## src/rtl/div_unit_pkg.sv

```systemverilog
// Shared divider constants: FSM state encoding, handshake levels and bus types.
package div_unit_pkg;

    // Divider FSM states.
    typedef enum logic [1:0] {
        DivFree   = 2'b00,
        DivByZero = 2'b01,
        DivOn     = 2'b10,
        DivEnd    = 2'b11
    } div_state_e;

    // Handshake levels seen by EX.
    localparam logic DivResultReady    = 1'b1;
    localparam logic DivResultNotReady = 1'b0;
    localparam logic DivStart          = 1'b1;
    localparam logic DivStop           = 1'b0;

    // Pipeline bus types.
    typedef logic [31:0] reg_bus_t;
    typedef logic [63:0] double_reg_bus_t;

endpackage

```

## src/rtl/div_unit_step.sv

```systemverilog
// One radix-2 restoring division iteration on the packed working register.
module div_unit_step #(
    parameter int unsigned DATA_W = 32
) (
    input  logic [2*DATA_W:0] work_i,
    input  logic [DATA_W-1:0] divisor_i,
    output logic [2*DATA_W:0] work_o
);

    logic [DATA_W:0] trial;

    // Trial-subtract the divisor from the partial remainder; keep it only if non-negative.
    always_comb begin
        trial = work_i[2*DATA_W:DATA_W] - {1'b0, divisor_i};
        if (trial[DATA_W]) begin
            work_o = {work_i[2*DATA_W-1:0], 1'b0};
        end else begin
            work_o = {trial[DATA_W-1:0], work_i[DATA_W-1:0], 1'b1};
        end
    end

endmodule

```

## src/rtl/div_unit.sv

```systemverilog
// Multi-cycle DIV/DIVU unit for EX: start/annul handshake, result {remainder, quotient}.
// Optional macro DIV_FAST_ZERO_EN: when |op1| < |op2| the result {op1, 0} is returned
// after two cycles instead of running all iterations.
module div_unit
    import div_unit_pkg::*;
#(
    parameter int unsigned DATA_W = 32
) (
    input  logic                  clk,
    input  logic                  rst,
    input  logic                  signed_div_i,
    input  logic [DATA_W-1:0]     opdata1_i,
    input  logic [DATA_W-1:0]     opdata2_i,
    input  logic                  start_i,
    input  logic                  annul_i,
    output logic [2*DATA_W-1:0]   result_o,
    output logic                  ready_o
);

    localparam int unsigned CntW = $clog2(DATA_W) + 1;
    localparam logic [CntW-1:0] CntLast = CntW'(DATA_W);

    div_state_e state_q, state_d;

    logic [CntW-1:0]     cnt_q, cnt_d;
    logic [2*DATA_W:0]   work_q, work_d;
    logic [DATA_W-1:0]   divisor_q, divisor_d;
    logic                signed_q, signed_d;
    logic                op1_neg_q, op1_neg_d;
    logic                op2_neg_q, op2_neg_d;
    logic [2*DATA_W-1:0] result_q, result_d;
`ifdef DIV_FAST_ZERO_EN
    logic [DATA_W-1:0]   dividend_q, dividend_d;
    logic                fast_q, fast_d;
`endif

    logic                accept;
    logic                op1_neg, op2_neg;
    logic [DATA_W-1:0]   op1_mag, op2_mag;
    logic [2*DATA_W:0]   step_work;
    logic [DATA_W-1:0]   quot_fix, rem_fix;

    assign accept  = (start_i == DivStart) && !annul_i;
    assign op1_neg = signed_div_i && opdata1_i[DATA_W-1];
    assign op2_neg = signed_div_i && opdata2_i[DATA_W-1];
    assign op1_mag = op1_neg ? -opdata1_i : opdata1_i;
    assign op2_mag = op2_neg ? -opdata2_i : opdata2_i;

    div_unit_step #(
        .DATA_W(DATA_W)
    ) u_step (
        .work_i   (work_q),
        .divisor_i(divisor_q),
        .work_o   (step_work)
    );

    // Sign correction of the magnitude result; remainder sign follows the dividend.
    always_comb begin
        quot_fix = work_q[DATA_W-1:0];
        rem_fix  = work_q[2*DATA_W:DATA_W+1];
        if (signed_q && (op1_neg_q ^ op2_neg_q)) begin
            quot_fix = -work_q[DATA_W-1:0];
        end
        if (signed_q && op1_neg_q) begin
            rem_fix = -work_q[2*DATA_W:DATA_W+1];
        end
    end

    // State register.
    always_ff @(posedge clk) begin
        if (rst) begin
            state_q <= DivFree;
        end else begin
            state_q <= state_d;
        end
    end

    // Next-state logic.
    always_comb begin
        state_d = state_q;
        unique case (state_q)
            DivFree: begin
                if (accept) begin
                    if (opdata2_i == '0) begin
                        state_d = DivByZero;
`ifdef DIV_FAST_ZERO_EN
                    end else if (op1_mag < op2_mag) begin
                        // Quotient is trivially zero; reuse the two-cycle zero path.
                        state_d = DivByZero;
`endif
                    end else begin
                        state_d = DivOn;
                    end
                end
            end
            DivByZero: state_d = DivEnd;
            DivOn: begin
                if (annul_i) begin
                    state_d = DivFree;
                end else if (cnt_q == CntLast) begin
                    state_d = DivEnd;
                end
            end
            DivEnd: begin
                if (start_i == DivStop) begin
                    state_d = DivFree;
                end
            end
            default: state_d = DivFree;
        endcase
    end

    // Datapath next-state: operand capture, iteration and result latch.
    always_comb begin
        cnt_d     = cnt_q;
        work_d    = work_q;
        divisor_d = divisor_q;
        signed_d  = signed_q;
        op1_neg_d = op1_neg_q;
        op2_neg_d = op2_neg_q;
        result_d  = result_q;
`ifdef DIV_FAST_ZERO_EN
        dividend_d = dividend_q;
        fast_d     = fast_q;
`endif
        unique case (state_q)
            DivFree: begin
                result_d = '0;
                if (accept) begin
                    cnt_d     = '0;
                    work_d    = {{DATA_W{1'b0}}, op1_mag, 1'b0};
                    divisor_d = op2_mag;
                    signed_d  = signed_div_i;
                    op1_neg_d = op1_neg;
                    op2_neg_d = op2_neg;
`ifdef DIV_FAST_ZERO_EN
                    dividend_d = opdata1_i;
                    fast_d     = (opdata2_i != '0) && (op1_mag < op2_mag);
`endif
                end
            end
            DivByZero: begin
`ifdef DIV_FAST_ZERO_EN
                result_d = fast_q ? {dividend_q, {DATA_W{1'b0}}} : '0;
`else
                result_d = '0;
`endif
            end
            DivOn: begin
                if (!annul_i) begin
                    if (cnt_q == CntLast) begin
                        result_d = {rem_fix, quot_fix};
                    end else begin
                        work_d = step_work;
                        cnt_d  = cnt_q + CntW'(1);
                    end
                end
            end
            DivEnd: begin
                if (start_i == DivStop) begin
                    result_d = '0;
                end
            end
            default: result_d = '0;
        endcase
    end

    // Datapath registers.
    always_ff @(posedge clk) begin
        if (rst) begin
            cnt_q     <= '0;
            work_q    <= '0;
            divisor_q <= '0;
            signed_q  <= 1'b0;
            op1_neg_q <= 1'b0;
            op2_neg_q <= 1'b0;
            result_q  <= '0;
`ifdef DIV_FAST_ZERO_EN
            dividend_q <= '0;
            fast_q     <= 1'b0;
`endif
        end else begin
            cnt_q     <= cnt_d;
            work_q    <= work_d;
            divisor_q <= divisor_d;
            signed_q  <= signed_d;
            op1_neg_q <= op1_neg_d;
            op2_neg_q <= op2_neg_d;
            result_q  <= result_d;
`ifdef DIV_FAST_ZERO_EN
            dividend_q <= dividend_d;
            fast_q     <= fast_d;
`endif
        end
    end

    // Outputs: result is only exposed while parked in DivEnd.
    always_comb begin
        ready_o  = (state_q == DivEnd) ? DivResultReady : DivResultNotReady;
        result_o = (state_q == DivEnd) ? result_q : '0;
    end

endmodule
```

## config.mk

```make
export PLATFORM = sky130hd
export DESIGN_NAME = div_unit
export DESIGN_NICKNAME = d
export VERILOG_FILES = /design/src/rtl/div_unit_pkg.sv /design/src/rtl/div_unit_step.sv /design/src/rtl/div_unit.sv
export SDC_FILE = /design/constraint.sdc
export NUM_CORES = 1
export LEC_CHECK = 0
export CAP_MARGIN = 40
export CORE_ASPECT_RATIO = 0.7
export CORE_MARGIN = 10
export CORE_UTILIZATION = 59
export CTS_BUF_LIST = sky130_fd_sc_hd__clkbuf_8
export DETAILED_ROUTE_END_ITERATION = 16
export PLACE_DENSITY = 0.84
export REMOVE_ABC_BUFFERS = 1
export SYNTH_ARGS = -nofsm -noshare
export SYNTH_HDL_FRONTEND = slang
export SYNTH_SLANG_ARGS = --single-unit
```

## constraint.sdc

```tcl
create_clock -name clk -period 3.75 [get_ports clk]
set_input_delay 0.9375 -clock clk [delete_from_list [all_inputs] [get_ports clk]]
set_output_delay 0.9375 -clock clk [all_outputs]
set_load 0.01 [all_outputs]
```

==> out/metrics.csv <==
stage,metric,value,unit
outcome,status,"complete, no violations",
cells_and_area,syn2layout_area_growth,18.3,%
cells_and_area,diodes,0,
power_and_ir_drop,power_frac_comb,25.3,%
cells_and_area,fin_nets,1694,
yosys,synthFlopType,dfxtp_1,
clock_tree,path_clk_slew,0.10,ns
power_and_ir_drop,cellLeakagePower,5.38,nW
sta,min_period,3.49,ns
placed_design,finalWeightedCongestion,0.926,
cells_and_area,finalNonFillerCells,1841,
sta,slew_headroom,43.3,%
power_and_ir_drop,p_int,0.00304,W
floorplanning,die_height,136,um
placed_design,post-dp-hpwl,23200,um
setup_path,cp-start-kind,flop,
sta,setup_viol,0,
yosys,synth_edf_count,0,
setup_path,reg2regPathDepth,14,
floorplanning,start_util,59.9,%
power_and_ir_drop,power_density,342,nW/um^2
power_and_ir_drop,switching_power,0.00153,W
sta,period_share,93.0,%
global_routing,antenna_found_initial,0,
yosys,yosysWarningCount,0,
detailed_routing,drc,0,
floorplanning,fp.dieArea,25200,sq um
setup_path,worstPathArrival,3.82,ns
clock_tree,cts-buffers-inserted,17,
power_and_ir_drop,ir_drop,250,uV
setup_path,path_class,reg -> reg,
sta,rsz0062_at_grt,false,
clock_tree,cts.sinks,172,
clock_tree,ctsHoldBuffers,0,
clock_tree,cts_tree,built,
clock_tree,postCtsSetupBuffers,0,
hold_path,hp-start,divisor_q[31],
cells_and_area,final_cell_mix,"nor2_1, dfxtp_1, clkdlybuf4s50_1",
sta,fmax,0.287,GHz
setup_path,r2r_start,work_q[32],
placed_design,port_buffers,133,
setup_path,worstPathMaxFanout,11,
clock_tree,htree_levels,4,
detailed_routing,wl_per_cell,17.2,um
detailed_routing,wl,31600,um
global_routing,grt_max_degree,81,
cells_and_area,fillCellCount,1544,
detailed_routing,vias_per_cell,6.04,
setup_path,worst-r2r-setup-slack,0.26,ns
sta,hold_viol,0,
yosys,synth_cells,1488,
power_and_ir_drop,clkPwrFrac,31.0,%
yosys,async_reset_ff_share,0,%
hold_path,hold_path.class,reg -> reg,
floorplanning,coreArea,18900,sq um
cells_and_area,drive_gt1_share,6.38,%
sta,slew_viol_final,0,
power_and_ir_drop,pwr-share-seq,43.7,%
detailed_routing,vias,11100,
sta,setup-tns-final,0,ns
power_and_ir_drop,total_power,0.00457,W
global_routing,grt_overflow,0,
cells_and_area,final_common_cell,nor2_1,
detailed_routing,antenna_left,0,
floorplanning,die_w,185,um
floorplanning,io_pins,134,
floorplanning,fp-row-count,42,
global_routing,grt_pass1_vias,10200,
clock_tree,clk_path_buf_depth,2,
yosys,syn_avg_cell_area,7.59,sq um
power_and_ir_drop,swShare,33.4,%
hold_path,whs_path_depth,2,
clock_tree,cts_root_buf,clkbuf_8,
yosys,synth_seq_cells,172,
setup_path,rr_endpoint,work_q[37],
sta,worstMarginPinSlew,0.850,ns
sta,clock_skew,0.0170,ns
global_routing,gr-usage-all-layers,24.7,%
placed_design,dp.cells,1809,
setup_path,worst_setup_path_end_kind,flop,
hold_path,min_to,divisor_q[31],
detailed_routing,dr.first_iter.drc_count,1067,
yosys,yosysSeqAreaShare,30.5,%
yosys,syn_area,11300,sq um
detailed_routing,drt_first_pass_iters,6,
clock_tree,insertion_delay,0.48,ns
job,max_cap_viol_count,0,
setup_path,crit_required,4.08,ns
global_routing,grt_pass1_wl,51400,um
yosys,synth.distinct_cells,72,
[worst max path at each step]
stage / start / cells past startpoint / slack, ns / end
floorplan: annul_i / 4 / -7.65 / work_q[32]
global placement: opdata2_i[2] / 12 / 0.001 / divisor_q[30]
detailed placement: opdata2_i[2] / 12 / -0.03 / divisor_q[30]
CTS: work_q[32] / 14 / 0.14 / work_q[37]
global route: work_q[32] / 15 / 0.05 / work_q[64]
finish: work_q[32] / 14 / 0.26 / work_q[37]
[critical path, cell delays in order, from the launching register on]
cell and delay (ns):
dfxtp_1 0.35, inv_1 0.06, ha_1 0.24, fa_1 0.41
nand2b_1 0.22, a21oi_2 0.19, o221a_2 0.26, a21boi_2 0.13
a2111oi_4 0.34, buf_4 0.18, o221ai_2 0.14, xnor2_4 0.29
buf_6 0.23, mux2i_1 0.22, o21ai_0 0.09
[state kept, by name (all words and copies together), names as in the netlist]
signal / count
work_q: 65
signed_q: 1
cnt_q: 6
state_q: 2
divisor_q: 32
op1_neg_q: 1
op2_neg_q: 1
result_q: 64
[cell usage after synthesis (16+ instances only)]
master    instances  area, sq um
a21oi_1         121          606
nor2_1          232          871
o31ai_1          16          120
clkbuf_1         82          308
dfxtp_1         172         3440
mux2i_1          23          230
xor2_1           57          499
ha_1             38          475
nor3_1           38          190
o21ai_0          80          400
a211oi_1         57          428
inv_1            62          233
xnor2_1          83          727
a22oi_1          61          458
nand2_1         107          402
and3_1           69          432
[per-stage QoR]
stage	instance area, sq um	setup slack [ns]	hold WS (ns)	utilization [%]
final	13400	0.261	0.463	70.9
after CTS	13400	0.138	0.469	70.8
after detailed placement	12900	-0.0349	0.455	68.5
after global routing	13400	0.0472	0.492	70.9
after floorplan	10900	-7.65	0.426	-
after global placement	12900	0.00122	0.444	68.4
[area by class of cell]
type	count	area, sq um	area share, %
Sequential cell	172	3450	25.8
Tap cell	242	303	2.26
Clock inverter	15	186	1.39
Multi-Input combinational cell	1160	7290	54.5
Inverter	62	233	1.74
Clock buffer	17	234	1.75
Timing Repair Buffer	173	1680	12.6
[per-layer routing]
| layer | wire, um | vias to the layer above | global-route usage [%] |
|---|---|---|---|
| met2 | 13700 | 415 | 37.1 |
| li1 | - | 5474 | - |
| met5 | 0 | - | 0 |
| met3 | 2450 | 30 | 4.47 |
| met4 | 407 | 0 | 6.26 |
| met1 | 15000 | 5207 | 35.5 |
[power by group through the flow]
stage               clock (W)  combinational [W]  sequential (W)
finish                0.00142            0.00116         0.00199
global route          0.00150            0.00128         0.00200
CTS                   0.00143            0.00113         0.00199
detailed placement          0            0.00112         0.00203
global placement            0            0.00108         0.00205
floorplan                   0           0.000751         0.00202
[logic make-up after synthesis]
kind of cell             synth area share, %
XOR/XNOR                                11.0
AND/OR/NAND/NOR                         23.1
buffers and inverters                   5.64
AO/OA/AOI/OAI                           23.2
adder cells (fa/ha/maj)                 4.38
flip-flops                              30.5
multiplexers                            2.24
[what timing repair did]
item                                    in CTS  in global routing
endpoints found under the setup margin       0                 27
endpoints found under the hold margin        0                  0
gates resized for setup                      0                  3
Note: power is estimated with default switching activity, not from simulation.
==> RTL change, RTL diff (config.mk and constraints unchanged) <==
`DATA_W` is set to 32 in 2 places; all go to 16.
--- a/src/rtl/div_unit_step.sv
+++ b/src/rtl/div_unit_step.sv
@@ -1,6 +1,6 @@
 // One radix-2 restoring division iteration on the packed working register.
 module div_unit_step #(
-    parameter int unsigned DATA_W = 32
+    parameter int unsigned DATA_W = 16
 ) (
     input  logic [2*DATA_W:0] work_i,
     input  logic [DATA_W-1:0] divisor_i,
--- a/src/rtl/div_unit.sv
+++ b/src/rtl/div_unit.sv
@@ -4,7 +4,7 @@
 module div_unit
     import div_unit_pkg::*;
 #(
-    parameter int unsigned DATA_W = 32
+    parameter int unsigned DATA_W = 16
 ) (
     input  logic                  clk,
     input  logic                  rst,
Interface: changed (resized opdata1_i, opdata2_i and result_o); port bits go from 134 to 70. The function was not compared with the original's and may differ.
==> RTL change against the unedited design <==
Design area shrank 48%; setup slack gained 0.25 ns; area after synthesis shrank 48%; sequential cell count shrank 81; routed wire length shrank 48%; register-to-register slack gained 0.32 ns; clock power shrank 42%; sequential share of layout area grew 0.47 points; total power shrank 47%; synthesized cell count shrank 49%; critical path type is now flip-flop to output pin; highest routed layer unchanged.
==> RTL change: results (changes against the unedited design) <==
* Hold Worst Slack at 0.470 ns (+0.00679 ns)
* RD Place Congestion at 0.944 (+1.9%)
* Register area share after synthesis at 0.309 (+0.00420)
* Top post-synthesis cells by area: dfxtp_1 (31%), nor2_1 (7.3%), xor2_1 (5.6%), xnor2_1 (4.9%), a21oi_1 (4.8%)
* Htree depth at 3 (-1)
* Clock Latency Late Sink at 0.38 ns (-0.10 ns)
* Leakage power at 2.80 nW (-48%)
* Slowest-stage cell, CP: dfxtp_1
* Share of cells above drive strength 1 at 0.0554 (-0.00844)
* GRT Util Overall at 0.219 (-0.0283)
* Power Internal at 1.67 mW (-45%)
* DR pass1 iterations at 5 (-1)
* Post-synth cell types at 64 (-11%)
* FF-to-FF Start: work_q[17]
* Relative slew margins at 0.509 (+0.0753)
* # nets final at 868 (-49%)
* Global-route wire length before repair at 27.1 mm (-47%)
* Power per Cell Area at 349 nW/um^2 (+2.1%)
* Top flop regs: work_q (33), result_q (32), divisor_q (16)
* Status: completed
* Pin count of the biggest net entering global routing at 44 (-46%)
* Routed wl met2 at 7.11 mm (-48%)
* Fillers at 761 (-51%)
* Worst R2R Path Depth at 9 (-5)
* Hold_sp: divisor_q[9]
* Sequential power share at 0.428 (-0.009)
* Largest stage delay, worst path at 0.81 ns (+0.40 ns)
* Initial DRC Count at 625 (-41%)
* Final wirelength at 16.4 mm (-48%)
* Largest delay share family, worst path: buffers and inverters
* Post-synth top cells: nor2_1 (115), dfxtp_1 (91), a21oi_1 (57), nand2_1 (53), clkbuf_1 (42)
* Worst Hold End: divisor_q[9]
* Met2 usage at 0.323 (-0.0485)
* Routed length on met1 at 7.70 mm (-49%)
* Met1 Resource Use GR at 0.309 (-0.0462)
* Peak supply drop at 0.000343 V (+37%)
[RTL change: cell types whose count changed in the layout (fill, tap and decap cells not counted), moves of 23 or more]
cell             change
a211oi_1            -33
a21oi_1             -63
a22oi_1             -29
and3_1              -32
buf_4               -23
clkdlybuf4s50_1     -64
dfxtp_1             -79
inv_1               -34
nand2_1             -54
nor2_1             -118
nor3_1              -31
o21ai_0             -66
xnor2_1             -50
[RTL change: cell families after synthesis]
group / count (synthesis) / share of synthesized area
simple gates: 295 / 0.241
compound gates: 202 / 0.236
flops: 91 / 0.309
buf+inv: 75 / 0.0496
xor+xnor: 72 / 0.110
fa+ha+maj: 23 / 0.0501
mux: 2 / 0.00361
[RTL change: per-stage QoR]
stage / TNS (ns) / cells / cell area (um^2)
after global routing: 0 / 941 / 6940
after floorplan: -0.189 / 714 / 5710
after detailed placement: 0 / 925 / 6700
after CTS: 0 / 941 / 6940
after global placement: 0 / 925 / 6700
final: 0 / 941 / 6940
[RTL change: how the worst max path moves through the flow]
stage | start | to | slack (ns) | depth (start not counted)
final | state_q[0] | result_o[0] | 0.51 | 3
after global placement | opdata1_i[3] | work_q[16] | 0.56 | 7
after global routing | state_q[0] | result_o[0] | 0.42 | 3
after CTS | state_q[0] | result_o[0] | 0.54 | 3
after detailed placement | opdata1_i[3] | work_q[16] | 0.29 | 7
after floorplan | state_q[1] | work_q[32] | -0.19 | 5
[RTL change: cell type report]
type	instances	area (um^2)	area share
Sequential cell	91	1820	0.262
Tap cell	128	160	0.0231
Multi-Input combinational cell	594	3800	0.548
Clock inverter	7	123	0.0177
Clock buffer	9	124	0.0178
Timing Repair Buffer	83	803	0.116
Inverter	29	109	0.0157
